--- src/rtl/game_pkg.sv ---
// Shared encodings for the match controller: FSM states, round-result
// codes reported by the game datapath, and the match_winner encoding.
package game_pkg;

  typedef enum logic [2:0] {
    ST_IDLE,
    ST_CLR,
    ST_LOAD,
    ST_PLAY,
    ST_SCORE,
    ST_DONE
  } state_t;

  // game_who, relative to the player who owns the round
  localparam logic [1:0] WHO_NONE  = 2'b00;
  localparam logic [1:0] WHO_OWNER = 2'b01;
  localparam logic [1:0] WHO_OTHER = 2'b10;

  // match_winner
  localparam logic [1:0] WIN_NONE = 2'b00;
  localparam logic [1:0] WIN_P0   = 2'b01;
  localparam logic [1:0] WIN_P1   = 2'b10;
  localparam logic [1:0] WIN_TIE  = 2'b11;

endpackage

--- src/rtl/round_timer.sv ---
// Per-round PLAY cycle counter; expired marks the TIMEOUT-th enabled cycle.
module round_timer #(
  parameter int unsigned TIMEOUT = 255
) (
  input  logic clk,
  input  logic rst,
  input  logic clear,
  input  logic enable,
  output logic expired
);

  localparam int unsigned CW = (TIMEOUT > 1) ? $clog2(TIMEOUT + 1) : 1;

  logic [CW-1:0] count;

  always_ff @(posedge clk) begin
    if (!rst || clear) begin
      count <= '0;
    end else if (enable) begin
      count <= count + CW'(1);
    end
  end

  // Flag the cycle whose increment brings the count to TIMEOUT.
  assign expired = enable && (count == CW'(TIMEOUT - 1));

endmodule

--- src/rtl/game_match_ctrl.sv ---
// Best-of-ROUNDS match controller sequencing reset/load/play/score of a game
// datapath, tracking per-player scores and the match winner.
module game_match_ctrl
  import game_pkg::*;
#(
  parameter int unsigned mmcINPUT = 4,
  parameter int unsigned ROUNDS   = 3,
  parameter int unsigned TIMEOUT  = 255,
  localparam int unsigned SW      = $clog2(ROUNDS + 1)
) (
  input  logic                clk,
  input  logic                rst,
  input  logic                start,
  input  logic                p0_req,
  input  logic                p1_req,
  input  logic [1:0]          p0_mode,
  input  logic [1:0]          p1_mode,
  input  logic [mmcINPUT-1:0] seed,
  input  logic                game_over,
  input  logic [1:0]          game_who,
  output logic                game_rst,
  output logic                game_init,
  output logic [1:0]          game_ctrl,
  output logic [mmcINPUT-1:0] game_value,
  output logic                owner,
  output logic [SW-1:0]       score0,
  output logic [SW-1:0]       score1,
  output logic                busy,
  output logic                match_done,
  output logic [1:0]          match_winner
);

  localparam int unsigned WIN_SCORE = ROUNDS / 2 + 1;
  localparam int unsigned SMAX      = (1 << SW) - 1;

  state_t              state, nxt_state;
  logic [SW-1:0]       round, nxt_round;
  logic [1:0]          result, nxt_result;
  logic [SW-1:0]       nxt_score0, nxt_score1;
  logic                nxt_owner;
  logic [1:0]          nxt_ctrl;
  logic [mmcINPUT-1:0] nxt_value;
  logic [1:0]          nxt_winner;
  logic                credit0, credit1;
  logic                expired;

  round_timer #(
    .TIMEOUT (TIMEOUT)
  ) u_round_timer (
    .clk     (clk),
    .rst     (rst),
    .clear   (state != ST_PLAY),
    .enable  (state == ST_PLAY),
    .expired (expired)
  );

  always_comb begin
    nxt_state  = state;
    nxt_round  = round;
    nxt_result = result;
    nxt_score0 = score0;
    nxt_score1 = score1;
    nxt_owner  = owner;
    nxt_ctrl   = game_ctrl;
    nxt_value  = game_value;
    nxt_winner = WIN_NONE;
    credit0    = 1'b0;
    credit1    = 1'b0;

    unique case (state)
      ST_IDLE, ST_DONE: begin
        if (start) begin
          nxt_score0 = '0;
          nxt_score1 = '0;
          nxt_round  = '0;
          nxt_owner  = 1'b0;
          nxt_state  = ST_CLR;
        end
      end
      ST_CLR: begin
        nxt_value = mmcINPUT'(seed + mmcINPUT'(round));
        nxt_ctrl  = 2'b00;
        nxt_state = ST_LOAD;
      end
      ST_LOAD: nxt_state = ST_PLAY;
      ST_PLAY: begin
        if (owner ? p1_req : p0_req) begin
          nxt_ctrl = owner ? p1_mode : p0_mode;
        end
        // game_over wins over a simultaneous expiry; a timeout scores nothing.
        if (game_over || expired) begin
          nxt_result = game_over ? game_who : WHO_NONE;
          nxt_state  = ST_SCORE;
        end
      end
      ST_SCORE: begin
        if (result == WHO_OWNER) begin
          credit0 = !owner;
          credit1 = owner;
        end else if (result == WHO_OTHER) begin
          credit0 = owner;
          credit1 = !owner;
        end
        if (credit0 && score0 != SW'(SMAX)) nxt_score0 = score0 + SW'(1);
        if (credit1 && score1 != SW'(SMAX)) nxt_score1 = score1 + SW'(1);
        nxt_round = round + SW'(1);
        nxt_owner = !owner;
        if (nxt_score0 >= SW'(WIN_SCORE) || nxt_score1 >= SW'(WIN_SCORE) ||
            nxt_round == SW'(ROUNDS)) begin
          nxt_state = ST_DONE;
        end else begin
          nxt_state = ST_CLR;
        end
      end
      default: nxt_state = ST_IDLE;
    endcase

    if (nxt_state == ST_DONE) begin
      if (nxt_score0 > nxt_score1)      nxt_winner = WIN_P0;
      else if (nxt_score1 > nxt_score0) nxt_winner = WIN_P1;
      else                              nxt_winner = WIN_TIE;
    end
  end

  // Outputs are decoded from the next state so they line up with the state.
  always_ff @(posedge clk) begin
    if (!rst) begin
      state        <= ST_IDLE;
      round        <= '0;
      result       <= WHO_NONE;
      score0       <= '0;
      score1       <= '0;
      owner        <= 1'b0;
      game_ctrl    <= 2'b00;
      game_value   <= '0;
      game_rst     <= 1'b0;
      game_init    <= 1'b0;
      busy         <= 1'b0;
      match_done   <= 1'b0;
      match_winner <= WIN_NONE;
    end else begin
      state        <= nxt_state;
      round        <= nxt_round;
      result       <= nxt_result;
      score0       <= nxt_score0;
      score1       <= nxt_score1;
      owner        <= nxt_owner;
      game_ctrl    <= nxt_ctrl;
      game_value   <= nxt_value;
      game_rst     <= !(nxt_state == ST_IDLE || nxt_state == ST_CLR);
      game_init    <= (nxt_state == ST_LOAD);
      busy         <= !(nxt_state == ST_IDLE || nxt_state == ST_DONE);
      match_done   <= (nxt_state == ST_DONE);
      match_winner <= nxt_winner;
    end
  end

endmodule

--- config.mk ---
export PLATFORM = sky130hd
export DESIGN_NAME = game_match_ctrl
export DESIGN_NICKNAME = d
export VERILOG_FILES = /design/src/rtl/game_pkg.sv /design/src/rtl/round_timer.sv /design/src/rtl/game_match_ctrl.sv
export SDC_FILE = /design/constraint.sdc
export NUM_CORES = 1
export LEC_CHECK = 0
export CORE_MARGIN = 2
export CORE_UTILIZATION = 55
export DETAILED_ROUTE_END_ITERATION = 10
export PLACE_DENSITY = 0.84
export SETUP_SLACK_MARGIN = 0.02
export SYNTH_ARGS = -nofsm -noshare
export SYNTH_HDL_FRONTEND = slang
export SYNTH_HIERARCHICAL = 1
export SYNTH_SLANG_ARGS = --single-unit
--- constraint.sdc ---
create_clock -name clk -period 4.2 [get_ports clk]
set_input_delay 0.84 -clock clk [delete_from_list [all_inputs] [get_ports clk]]
set_output_delay 0.84 -clock clk [all_outputs]
set_load 0.02 [all_outputs]
==> impl_summary.md, run 1 <==
Cells and area
Cells fill 69.6% of the core in the end. The number of antenna diodes in the final layout is 0. The combined area of the multi-input logic cells is between 900 and 1000 um2.

The number of nets at the end of the flow is around 250. Relative to the synthesized area, the layout overhead comes to 22.7%. Across the whole layout, storage elements account for roughly 640 um2. In the final layout, the share of cells above drive strength 1 is 5.68%.

Once layout is done, the placed cells without fillers occupy 2090 um2. Fill cells in the final layout number ~250.

Timing
The worst-case hold slack is 479 ps. The worst path needs 2540 ps of the cycle, external delays included. The number of failing hold endpoints at the final stage is 0. The count of final setup violators is 0. The timing-limited maximum frequency is around 400 MHz. The portion of the clock cycle consumed by the worst path in the final layout is slightly above 60%. Setup repair after global routing left no endpoint under its margin. The total negative slack is 0 ps.

At the pin with the least slew margin, the transition time is roughly 730 ps. The headroom to the max-slew limit is about half. The final clock skew is between 6 and 7 ps. The final count of pins violating max slew is 0.

Route
The first detailed-routing pass ran for 4 iterations. After detailed routing, the average wire length per cell comes to 14.1 um. The total number of vias is around 1500.

The via density per instance is 5.73. The number of nets with antenna violations after detailed routing is 0. The first-iteration detailed-routing DRC count is 70. After detailed routing, the number of remaining DRC violations is 0. The total detailed-routing wirelength is between 3 and 4 mm.

Critical path
The maximum fanout encountered on the critical timing path is 4. STA puts the critical path data required time at about 4400 ps. The worst reg2reg path depth is 8. The launch point of the critical path is start. At the worst endpoint, the arrival time is around 2800 ps. Setup slack on the worst reg-to-reg path comes out at roughly 1700 ps. The beginning of the worst register-to-register path is owner$_SDFFE_PN0P_. The setup path with the least slack is of type input port to register. The cell with the largest stage delay on the worst path is clkdlybuf4s50_1. STA classifies the critical path endpoint as a register. Walking the worst path, the cells encountered are clkdlybuf4s50_1, a21o_1, o211ai_1, a32o_2, ha_1, a21oi_1, and4b_1, o2bb2ai_1.

The timing endpoint of the critical path is match_winner[1]$_SDFF_PP0_. The worst setup path is launched from an input port. The largest stage delay on the critical path is approximately 520 ps. The worst flop-to-flop path endpoint is match_winner[1]$_SDFF_PP0_.

Die
The floorplan step defined a core boundary enclosing 3000 um2. From bottom edge to top edge, the die measures between 50 and 60 um. The initial utilization of the core area, before any placement, comes to a little under three fifths. The floorplan step set the die width to a little under 60 um. The full die area is 3560 um2. The number of placement rows is 20. During I/O placement, the number of pins put on the boundary was 33.

Yosys
The main combinational cell family by area after synthesis is simple AND/OR/NAND/NOR gates. After synthesis, the mean cell area works out to about 8.7 um2. The portion of netlist area occupied by mux cells is under 10%. In the synthesized netlist the async set-or-reset flop fraction comes to 0%. The most common flop cell mapped by yosys is dfxtp_1.

The post-synthesis cell type count is 46. The share of synthesized cell area in and, or, nand and nor gates is roughly a quarter. The number of flip-flops and latches in the synthesized netlist is 32. The mapped netlist covers about 1700 um2. The count of flip-flops with a built-in enable after synthesis is 0. The adder-cell area share of the yosys netlist is ~7.8%.

The synthesized netlist net count is between 200 and 250. The area fraction in compound gates after synthesis is around a fifth. The fraction of synthesized cell area in xor and xnor cells is 3.08%. The yosys synthesis warning count is 6. The gate count after technology mapping is 197. The sequential cell area fraction in the yosys report is between 30% and 40%.

GRT
Global routing consumed, on the met1 layer, 27.6% of the routing resources. Global routing consumed, on the met2 layer, roughly two fifths of the routing resources. The number of antenna violations at the first check in global routing is 0. Entering global routing, the biggest net connects 25 pins.

The total overflow left after global routing is 0. The first global-routing pass estimated between 6 and 7 mm of wire. The met3 global-route usage is between 6 and 7%.

The number of global-route vias before repair is roughly 1400. The global router's overall resource usage is 23.3%. In this run the most used layer during global routing was met2.

Placed design
The placed instances occupy a cell area of 2030 um2. Routability-driven placement finished with a final weighted congestion of slightly below 0.8. The number of buffers added on ports is 32.

Once detailed placement completed, the half-perimeter wirelength came to around 2.8 mm.

Clocking
Clock-pin slew was measured on the worst setup and hold paths at ~90 ps. After clock tree synthesis, the setup repair step added 0 buffers. The level count of the clock H-tree is 2.

The source-to-sink clock delay at the later pin of the worst-skew pair is roughly 340 ps. The root cell of the clock tree is clkbuf_4. Once the clock tree was built, the resizer swapped 0 gates to a different size. CTS saw 32 sinks. TritonCTS built the clock tree. For this design, the CTS-stage hold fixing added 0 buffers. Buffers inserted during clock tree synthesis total 5. The number of buffers on the longest clock path is 2.

Pwr
The clock share of power is a little under a third. In this run the static leakage power is roughly 0.8 nW. The proportion of total power due to net switching is 26.0%. The design draws between 0.0005 and 0.0006 W. Cell internal power was estimated by the tool at between 0.0004 and 0.0005 W. The power density over cell area is 280 nW/um2. VDD sags by at most between 200 and 250 uV.

The proportion of power drawn by flip-flops and latches is between 50% and 60%. The relative contribution of combinational cells to total power is 13.2%. In this run the power spent charging and discharging nets is between 0.00015 and 0.0002 W.

Worst hold path
The classification of the worst-slack hold path is register to register.

Job
The number of maximum-capacitance violations is 0.

Run status
The run finished with clean final reports.
[metrics by stage]
stage               setup slack [ps]  cells
floorplan                       1960    197
global placement                1390    254
detailed placement              1320    254
CTS                             1670    262
global route                    1490    262
finish                          1660    262
[metal layers]
| metal | vias up | wire [um] |
|---|---|---|
| met1 | 689 | 1590 |
| met4 | 0 | 85 |
| met5 | - | 0 |
| met2 | 44 | 1810 |
| met3 | 9 | 204 |
| li1 | 759 | - |
[logic make-up after synthesis]
group | after synthesis
xor gates and xnor gates | 6
DFF | 32
muxes | 3
AOI/OAI and AO/OA | 51
buffers and inverters | 19
adders and majority gates | 10
and+or+nand+nor | 76
[power by group through the flow]
stage	registers [W]	clock network (W)	logic (W)
after global routing	0.000323	0.000202	0.0000847
final	0.000321	0.000187	0.0000775
after CTS	0.000321	0.000191	0.0000780
after global placement	0.000328	0	0.0000749
after detailed placement	0.000328	0	0.0000776
after floorplan	0.000330	0	0.0000392
[cells in the mapped netlist, types with 2 or more instances]
| cell | number | area, um2 |
|---|---|---|
| dfxtp_1 | 32 | 641 |
| nor2_1 | 16 | 60.1 |
| a21oi_1 | 14 | 70.1 |
| nor2b_1 | 13 | 81.3 |
| inv_1 | 10 | 37.5 |
| nand2_1 | 10 | 37.5 |
| ha_1 | 9 | 113 |
| o21ai_0 | 9 | 45.0 |
| clkbuf_1 | 7 | 26.3 |
| nand2b_1 | 6 | 37.5 |
| nand3_1 | 6 | 30.0 |
| and2_1 | 5 | 31.3 |
| nand4_1 | 4 | 25.0 |
| o2bb2ai_1 | 4 | 35.0 |
| or3_1 | 4 | 25.0 |
| a21boi_1 | 3 | 22.5 |
| o21ai_1 | 3 | 15.0 |
| xnor2_1 | 3 | 26.3 |
| xor2_1 | 3 | 26.3 |
| a211oi_1 | 2 | 15.0 |
| a21boi_0 | 2 | 15.0 |
| a21o_1 | 2 | 15.0 |
| a32oi_1 | 2 | 17.5 |
| mux2_2 | 2 | 22.5 |
| nand3b_1 | 2 | 15.0 |
| o211a_1 | 2 | 20.0 |
| o211ai_1 | 2 | 15.0 |
| or3b_1 | 2 | 17.5 |
[cells in the final DEF (no fill, tap or decap), types with 5 or more instances in the layout]
master           instances
a21oi_1                 14
and2_1                   5
clkbuf_4                 5
clkdlybuf4s50_1         32
dfxtp_1                 32
ha_1                     9
inv_1                   10
nand2_1                 10
nand2b_1                 6
nand3_1                  6
nor2_1                  16
nor2b_1                 13
o21ai_0                  9
[flip-flops by register name, summed over array words and instances (netlist names)]
register             cells
round                    2
state                    3
match_done               1
game_ctrl                2
score0                   2
game_rst                 1
result                   2
u_round_timer/count      8
match_winner             2
busy                     1
game_init                1
game_value               4
owner                    1
score1                   2
[critical path: cells and delay by family]
kind / cells / cell delay [ps]
AND/OR/NAND/NOR: 1 / 230
buffers and inverters: 1 / 520
adder cells (fa/ha/maj): 1 / 310
AO/OA/AOI/OAI: 5 / 890
[layout make-up]
class | instances | area share [%]
inverters | 11 | 1.97
repair buffers | 32 | 15.3
multi-input cells | 146 | 47.3
flip-flops and latches | 32 | 30.6
well taps | 33 | 1.97
clock buffers | 8 | 2.81
[worst min path at each step]
stage,startpoint,endpoint,slack (ps),depth (start not counted)
5_1_grt,game_ctrl[0]$_SDFFE_PN0P_,game_ctrl[0]$_SDFFE_PN0P_,520,2
3_5_place_dp,game_ctrl[0]$_SDFFE_PN0P_,game_ctrl[0]$_SDFFE_PN0P_,470,2
4_1_cts,game_ctrl[0]$_SDFFE_PN0P_,game_ctrl[0]$_SDFFE_PN0P_,480,2
3_3_place_gp,game_ctrl[1]$_SDFFE_PN0P_,game_ctrl[1]$_SDFFE_PN0P_,460,2
6_report,game_ctrl[0]$_SDFFE_PN0P_,game_ctrl[0]$_SDFFE_PN0P_,480,2
2_1_floorplan,u_round_timer/count[6]$_SDFFE_PP0P_,u_round_timer/count[6]$_SDFFE_PP0P_,460,2
No activity file was read; power rests on OpenSTA's default activity.
==> inputs of run 2 (changes only) <==
Settings changed: CORE_UTILIZATION 55 to 46, PLACE_DENSITY 0.84 to 0.75.
Clock period 4.2 ns to 2.2 ns, I/O delays scaled along.
==> impl_summary.md, run 2 (synthesis gave the netlist of run 1 again) <==
Run status
The flow ran to the end, and the final reports show no timing, DRC or antenna violations.

GRT
Global routing used around 30% of the available met2 tracks. The most utilized layer in the global route result is met2. Global routing used 5.56% of the available met3 tracks. Entering global routing, the biggest net connects 12 pins. The number of antenna violations at the first check in global routing is 0.

The number of global-route vias before repair was about 1400. The total overflow left after global routing is 0. For met1 alone, demand over resource in global routing was between 20 and 25%.

Across every metal layer, demand over resource in global routing totals 19.0%. The first global-routing pass estimated slightly above 6 mm of wire.

Critical path
Traced cell by cell, the critical path runs through or3b_1, a21o_1, or3_1, nand2_1, ha_4, inv_2, a21oi_4, and4b_1, o2bb2ai_1. Of all nets on the critical path, the largest fanout is 4. STA puts the critical path data arrival time at roughly 2300 ps.

The category of the most critical setup path is register to register. The critical path startpoint category is a register. STA puts the critical path data required time at between 2000 and 2500 ps. In this run the critical register-to-register path is captured at match_winner[1]$_SDFF_PP0_. The largest stage delay on the critical path is around 370 ps.

Counting cells, the worst reg-to-reg path comes to 9. The type of destination of the critical path is a register. The beginning of the worst register-to-register path is owner$_SDFFE_PN0P_. The cell with the largest stage delay on the worst path is or3_1. The setup slack of the most critical reg-to-reg path is between 40 and 50 ps.

Clocking
The source-to-sink clock delay at the later pin of the worst-skew pair is roughly 280 ps. In this run the number of H-tree levels came out at 2. Counting the buffers created by CTS gives 5. TritonCTS built the clock tree. The root cell of the clock tree is clkbuf_8. The number of buffers on the longest clock path is 2. Clock-pin slew was measured on the worst setup and hold paths at around 60 ps.

Counting every sink on the clock net gives 32.

Cells and area
At the end of the flow the core is filled with cells to around 66%. 0 antenna diodes ended up in the layout. The most common cell after layout, fill and taps aside is clkdlybuf4s50_1. The number of flip-flops in the largest register is 8.

In the final layout, the share of cells above drive strength 1 is between 10% and 20%. The largest registers in the layout are u_round_timer/count (8), game_value (4), state (3). In the final design database the tool counted 274 nets.

The register with the most flip-flops is u_round_timer/count. The area used by sequential logic in the layout is 646 um2. The library cells used most frequently in the layout, excluding fill and tap cells, are 32 x clkdlybuf4s50_1, 28 x dfxtp_1, 20 x buf_4. The final non-filler cell area is 2370 um2. The synthesis-to-finish area growth is 39.3%. The combined area of the multi-input logic cells is 1080 um2. The layout has slightly below 300 filler cells.

Timing
For this run, the top clock speed supported by timing is 464 MHz. The final count of pins violating max slew was 0. Setup violations remaining at the end of the flow were counted as 0. Dividing the final minimum period by the clock period gives a little over nine tenths. The final clock skew is roughly 2.1 ps. The number of failing hold endpoints at the final stage came to 0. Setup repair after global routing could not meet its margin everywhere. For the pin with the worst max-slew slack, the measured transition is 392 ps. The clock period could shrink to about 2200 ps.

The headroom to the max-slew limit is between 70% and 80%. The worst-case hold slack is 465 ps.

Placed design
Input and output buffers added on the ports amount to 32. The congestion estimate from routability-driven global placement came to around 0.85. The post-place instance area is 2180 um2. Detailed placement finished with a half-perimeter wire length of around 2.6 mm.

Route
The via density per instance is about 5.2. The number of nets with antenna violations after detailed routing is 0. The detailed-route DRC error count is 0. The number of search-and-repair iterations in the first detailed-routing pass is 4. The total number of vias is 1541. After detailed routing, the total wire length is 3.69 mm. The detailed router finished its first iteration with 67 violations. In the final routed layout, each cell accounts on average for 12.5 um.

Job
Across the run, the number of max-cap violations was 0.

Pwr
The final total power is 0.00120 W. The proportion of total power due to net switching is between 20% and 30%. Registers are responsible for approximately half of the overall power. In this run the power density over the cells is roughly 510 nW/um2. IR analysis of the VDD net gives a maximum drop of 302 uV.

In this run, the clock network consumes 34.8% of the power. The switching power total is roughly 0.0003 W. Of the total power, combinational logic draws between 10 and 15%.

The total internal power is around 0.00090 W. The cell leakage power is around 0.92 nW.

Die
The number of placement rows is 22. The die outline height is roughly 65 um. The horizontal die dimension is approximately 65 um.

The full die area is around 4200 um2. Pin placement for this block handled 33 I/O pins. In this run the standard cell core region covers roughly 3600 um2. The initial utilization of the core area, before any placement, comes to between 40% and 50%.

Worst hold path
The worst hold path terminates at game_ctrl[0]$_SDFFE_PN0P_. The classification of the worst-slack hold path is register to register. The number of stages on the worst hold path is 2. In this run the most critical hold path is launched from game_ctrl[0]$_SDFFE_PN0P_.
==> run 2: cell type report <==
cell class	count	share of cell area [%]
clock buffers	6	3.06
flip-flops and latches	32	27.2
multi-input cells	146	45.4
clock inverters	1	0.211
inverters	11	1.74
well taps	48	2.53
repair buffers	52	19.8
==> run 2: repair_timing <==
item / CTS / global route
resized for setup: 6 / 12
buffers inserted: 1 / 2
pin swaps: 8 / 10
endpoints found under the setup margin: 2 / 2
hold buffers: 0 / 0
==> run 2: critical path, delay by kind of cell, from the launching register on <==
family,cells,cell delay (ps)
AOI/OAI and AO/OA,3,450
and+or+nand+nor,4,1070
DFF,1,330
adders and majority gates,1,150
buffers and inverters,1,40
==> run 2: how the worst max path moves through the flow <==
| stage | startpoint | end | slack [ps] | cells past startpoint |
|---|---|---|---|---|
| CTS | result[1]$_SDFFE_PN0P_ | match_winner[1]$_SDFF_PP0_ | 6 | 8 |
| global placement | start | match_winner[1]$_SDFF_PP0_ | -160 | 8 |
| global route | score0[0]$_SDFF_PN0_ | match_winner[1]$_SDFF_PP0_ | -50 | 10 |
| finish | owner$_SDFFE_PN0P_ | match_winner[1]$_SDFF_PP0_ | 50 | 9 |
| floorplan | result[1]$_SDFFE_PN0P_ | match_winner[1]$_SDFF_PP0_ | 40 | 8 |
| detailed placement | start | match_winner[1]$_SDFF_PP0_ | -210 | 8 |
==> run 2: power groups by stage <==
stage	sequential, W	combinational, W	clock [W]
2_1_floorplan	0.000631	0.0000748	0
3_3_place_gp	0.000620	0.000169	0
3_5_place_dp	0.000620	0.000171	0
4_1_cts	0.000607	0.000174	0.000425
5_1_grt	0.000609	0.000193	0.000456
6_report	0.000608	0.000177	0.000419
==> run 2: per-layer routing <==
metal  routed length (um)  up-vias  share of wire [%]
met5                    0        -                  0
met1                 1780      702                 48
met3                  180        6                4.9
met4                   61        0                1.7
met2                 1660       34                 45
li1                     -      799                  -
==> run 2: stage by stage <==
| stage | std cells | setup slack, ps | TNS [ps] |
|---|---|---|---|
| detailed placement | 286 | -209 | -339 |
| CTS | 294 | 6.25 | 0 |
| global route | 296 | -46.8 | -49.7 |
| floorplan | 197 | 37.5 | 0 |
| finish | 296 | 47.1 | 0 |
| global placement | 286 | -162 | -252 |
==> inputs of run 3 (changes only) <==
Settings changed: GPL_TIMING_DRIVEN set to 0.
==> impl_summary.md, run 3 (synthesis gave the netlist of run 1 again) <==
Clocking
The CTS tree is yes. The tree built by TritonCTS fans out to 32 sinks. In this run the number of H-tree levels came out at 2. For the worst-skew pair, the clock arrives at the later sink with an insertion delay of between 200 and 300 ps. Hold repair after CTS inserted 0 buffers.

The root cell of the clock tree is clkbuf_8. No sink is reached through more buffers than the 2 on the longest clock path. Buffers inserted during clock tree synthesis total 5. Clock-pin slew was measured on the worst setup and hold paths at roughly 60 ps.

Critical path
The category of the most critical setup path is register to register. Tracing the worst setup path back leads to its startpoint at result[0]$_SDFFE_PN0P_. STA classifies the critical path endpoint as a register. The required time of the critical path is roughly 2400 ps. Counting cells, the worst reg-to-reg path comes to 8.

The maximum fanout encountered on the critical timing path is 4. Data arrives at the worst endpoint at between 2000 and 2500 ps. The startpoint identified for the worst register-to-register timing path is result[0]$_SDFFE_PN0P_. The critical path startpoint category is a register.

Route
In the routed design, unresolved DRC markers number 0. The first-iteration detailed-routing DRC count is 59. The routed layout has between 1500 and 2000 vias. The first TritonRoute pass finished after 4 iterations. The detail route stage leaves a number of antenna-violating nets equal to 0.

Using the TritonRoute via totals, the vias-per-cell ratio works out to roughly 5.2. The total detailed-routing wirelength is 3.62 mm. The wire length per cell after detailed routing is 12.5 um.

Job
The tool flagged a number of max-cap violations equal to 0.

Timing
The final count of pins violating max slew is 0. Measured against its own limit, the worst slew margin works out to 71.8%. The number of failing hold endpoints at the final stage was 0. The pin slew with the least headroom to its limit is roughly 420 ps.

The portion of the clock cycle consumed by the worst path in the final layout is a little over nine tenths. Setup repair after global routing could not meet its margin everywhere. On the final layout, the worst clock skew is 3.75 ps. The count of final setup violators is 0. The timing-limited maximum frequency is about 460 MHz. The shortest period the worst path allows is 2160 ps.

Cells and area
Relative to the synthesized area, the layout overhead comes to 35.4%. The area used by sequential logic in the layout is 654 um2. The most common cell after layout, fill and taps aside is clkdlybuf4s50_1. The library cells used most frequently in the layout, excluding fill and tap cells, are 32 x clkdlybuf4s50_1, 27 x dfxtp_1, 16 x nor2_1. The final layout contains ~270 nets. The largest registers in the layout are u_round_timer/count (8), game_value (4), state (3).

The number of antenna diodes in the final layout is 0. The register with the most flip-flops is u_round_timer/count. The register with the most flip-flops in the layout has 8 of them.

The fraction of layout cells with a size suffix above 1 is 15.7%. Summing all multi-input logic gate instances after layout gives 1060 um2. Once layout is complete, the utilization of the core stands at a little under two thirds.

The final non-filler cell area is 2310 um2. The number of fill cells is 310.

GRT
The largest net degree at the start of global routing is 11. For this run the aggregate overflow at the end of global routing stands at 0. Global routing used a little under a fifth of the available tracks.

The first-pass GRT wire length is 5.96 mm. The number of global-route vias before repair came to 1335. The number of antenna violations at the first check in global routing was 0.

Placed design
The number of buffers added on ports is 32. The post-place instance area is between 2000 and 2500 um2. At the end of routability-driven placement, the weighted congestion stood at between 0.8 and 0.9. The final HPWL from detailed placement is 2.57 mm.

Worst hold path
The classification of the worst-slack hold path is register to register. In this run the most critical hold path is launched from game_ctrl[1]$_SDFFE_PN0P_. Counting instances, the worst hold path has a depth of 2.

Pwr
The cell leakage power is 0.865 nW. For this design the ratio of total power to cell area is about 530 nW/um2. The final total power is ~0.0012 W. Across the VDD grid, the largest voltage drop is roughly 400 uV.

Die
The count of pins on the block boundary is 33. The die outline height is around 65 um. The die is 64.9 um wide. The full die area is approximately 4200 um2. The core region area is roughly 3600 um2. The starting density of the core is between 40% and 50%. After floorplanning, the core was divided into 22 placement rows.

Run status
The run finished with clean final reports.
## run 3: cell type report
class	count	share of cell area, %
Multi-Input combinational cell	146	46.0
Sequential cell	32	28.4
Timing Repair Buffer	38	15.8
Clock buffer	8	3.90
Tap cell	48	2.60
Inverter	11	1.79
Buffer	7	1.46
## run 3: power by group
group	total, W	internal, W	switching, W	leakage, nW
sequential	0.000605	0.000594	0.0000114	0.263
clock	0.000455	0.000255	0.000200	0.0455
combinational	0.000162	0.0000794	0.0000822	0.557
## run 3: through the flow
step | setup WS (ps) | hold WS [ps] | setup TNS (ps) | std cells
after floorplan | 37.5 | 458 | 0 | 197
after global placement | -240 | 456 | -421 | 277
after detailed placement | -232 | 457 | -424 | 277
after CTS | 10.3 | 466 | 0 | 289
after global routing | -75.9 | 483 | -86.2 | 290
final | 36.8 | 463 | 0 | 290
## run 3: repair_timing
action / in CTS / in global routing
pin swaps: 7 / 7
resized for setup: 11 / 8
setup endpoints to repair: 3 / 2
setup buffers: 5 / 1
## run 3: path summary, 6_finish.rpt
kind	endpoint	slack [ps]
worst min-delay path	game_ctrl[1]$_SDFFE_PN0P_	460
worst min register to register	game_ctrl[1]$_SDFFE_PN0P_	460
worst max register to register	match_winner[1]$_SDFF_PP0_	40
worst max-delay path	match_winner[1]$_SDFF_PP0_	40
## run 3: critical path, stage by stage (launching register included)
cell and delay, ps:
dfxtp_4 350, or3b_1 380, a21oi_2 160, o211ai_1 150, a32o_2 280, ha_4 240
a21oi_4 160, and4b_1 220, o2bb2ai_2 110
## run 3: per-layer routing
layer	vias to the layer above	part of all wire (%)	GRT usage [%]
met5	-	0	0
li1	783	-	-
met1	695	49	23.0
met2	32	45	29.8
met4	0	1.2	5.85
met3	6	4.9	5.21
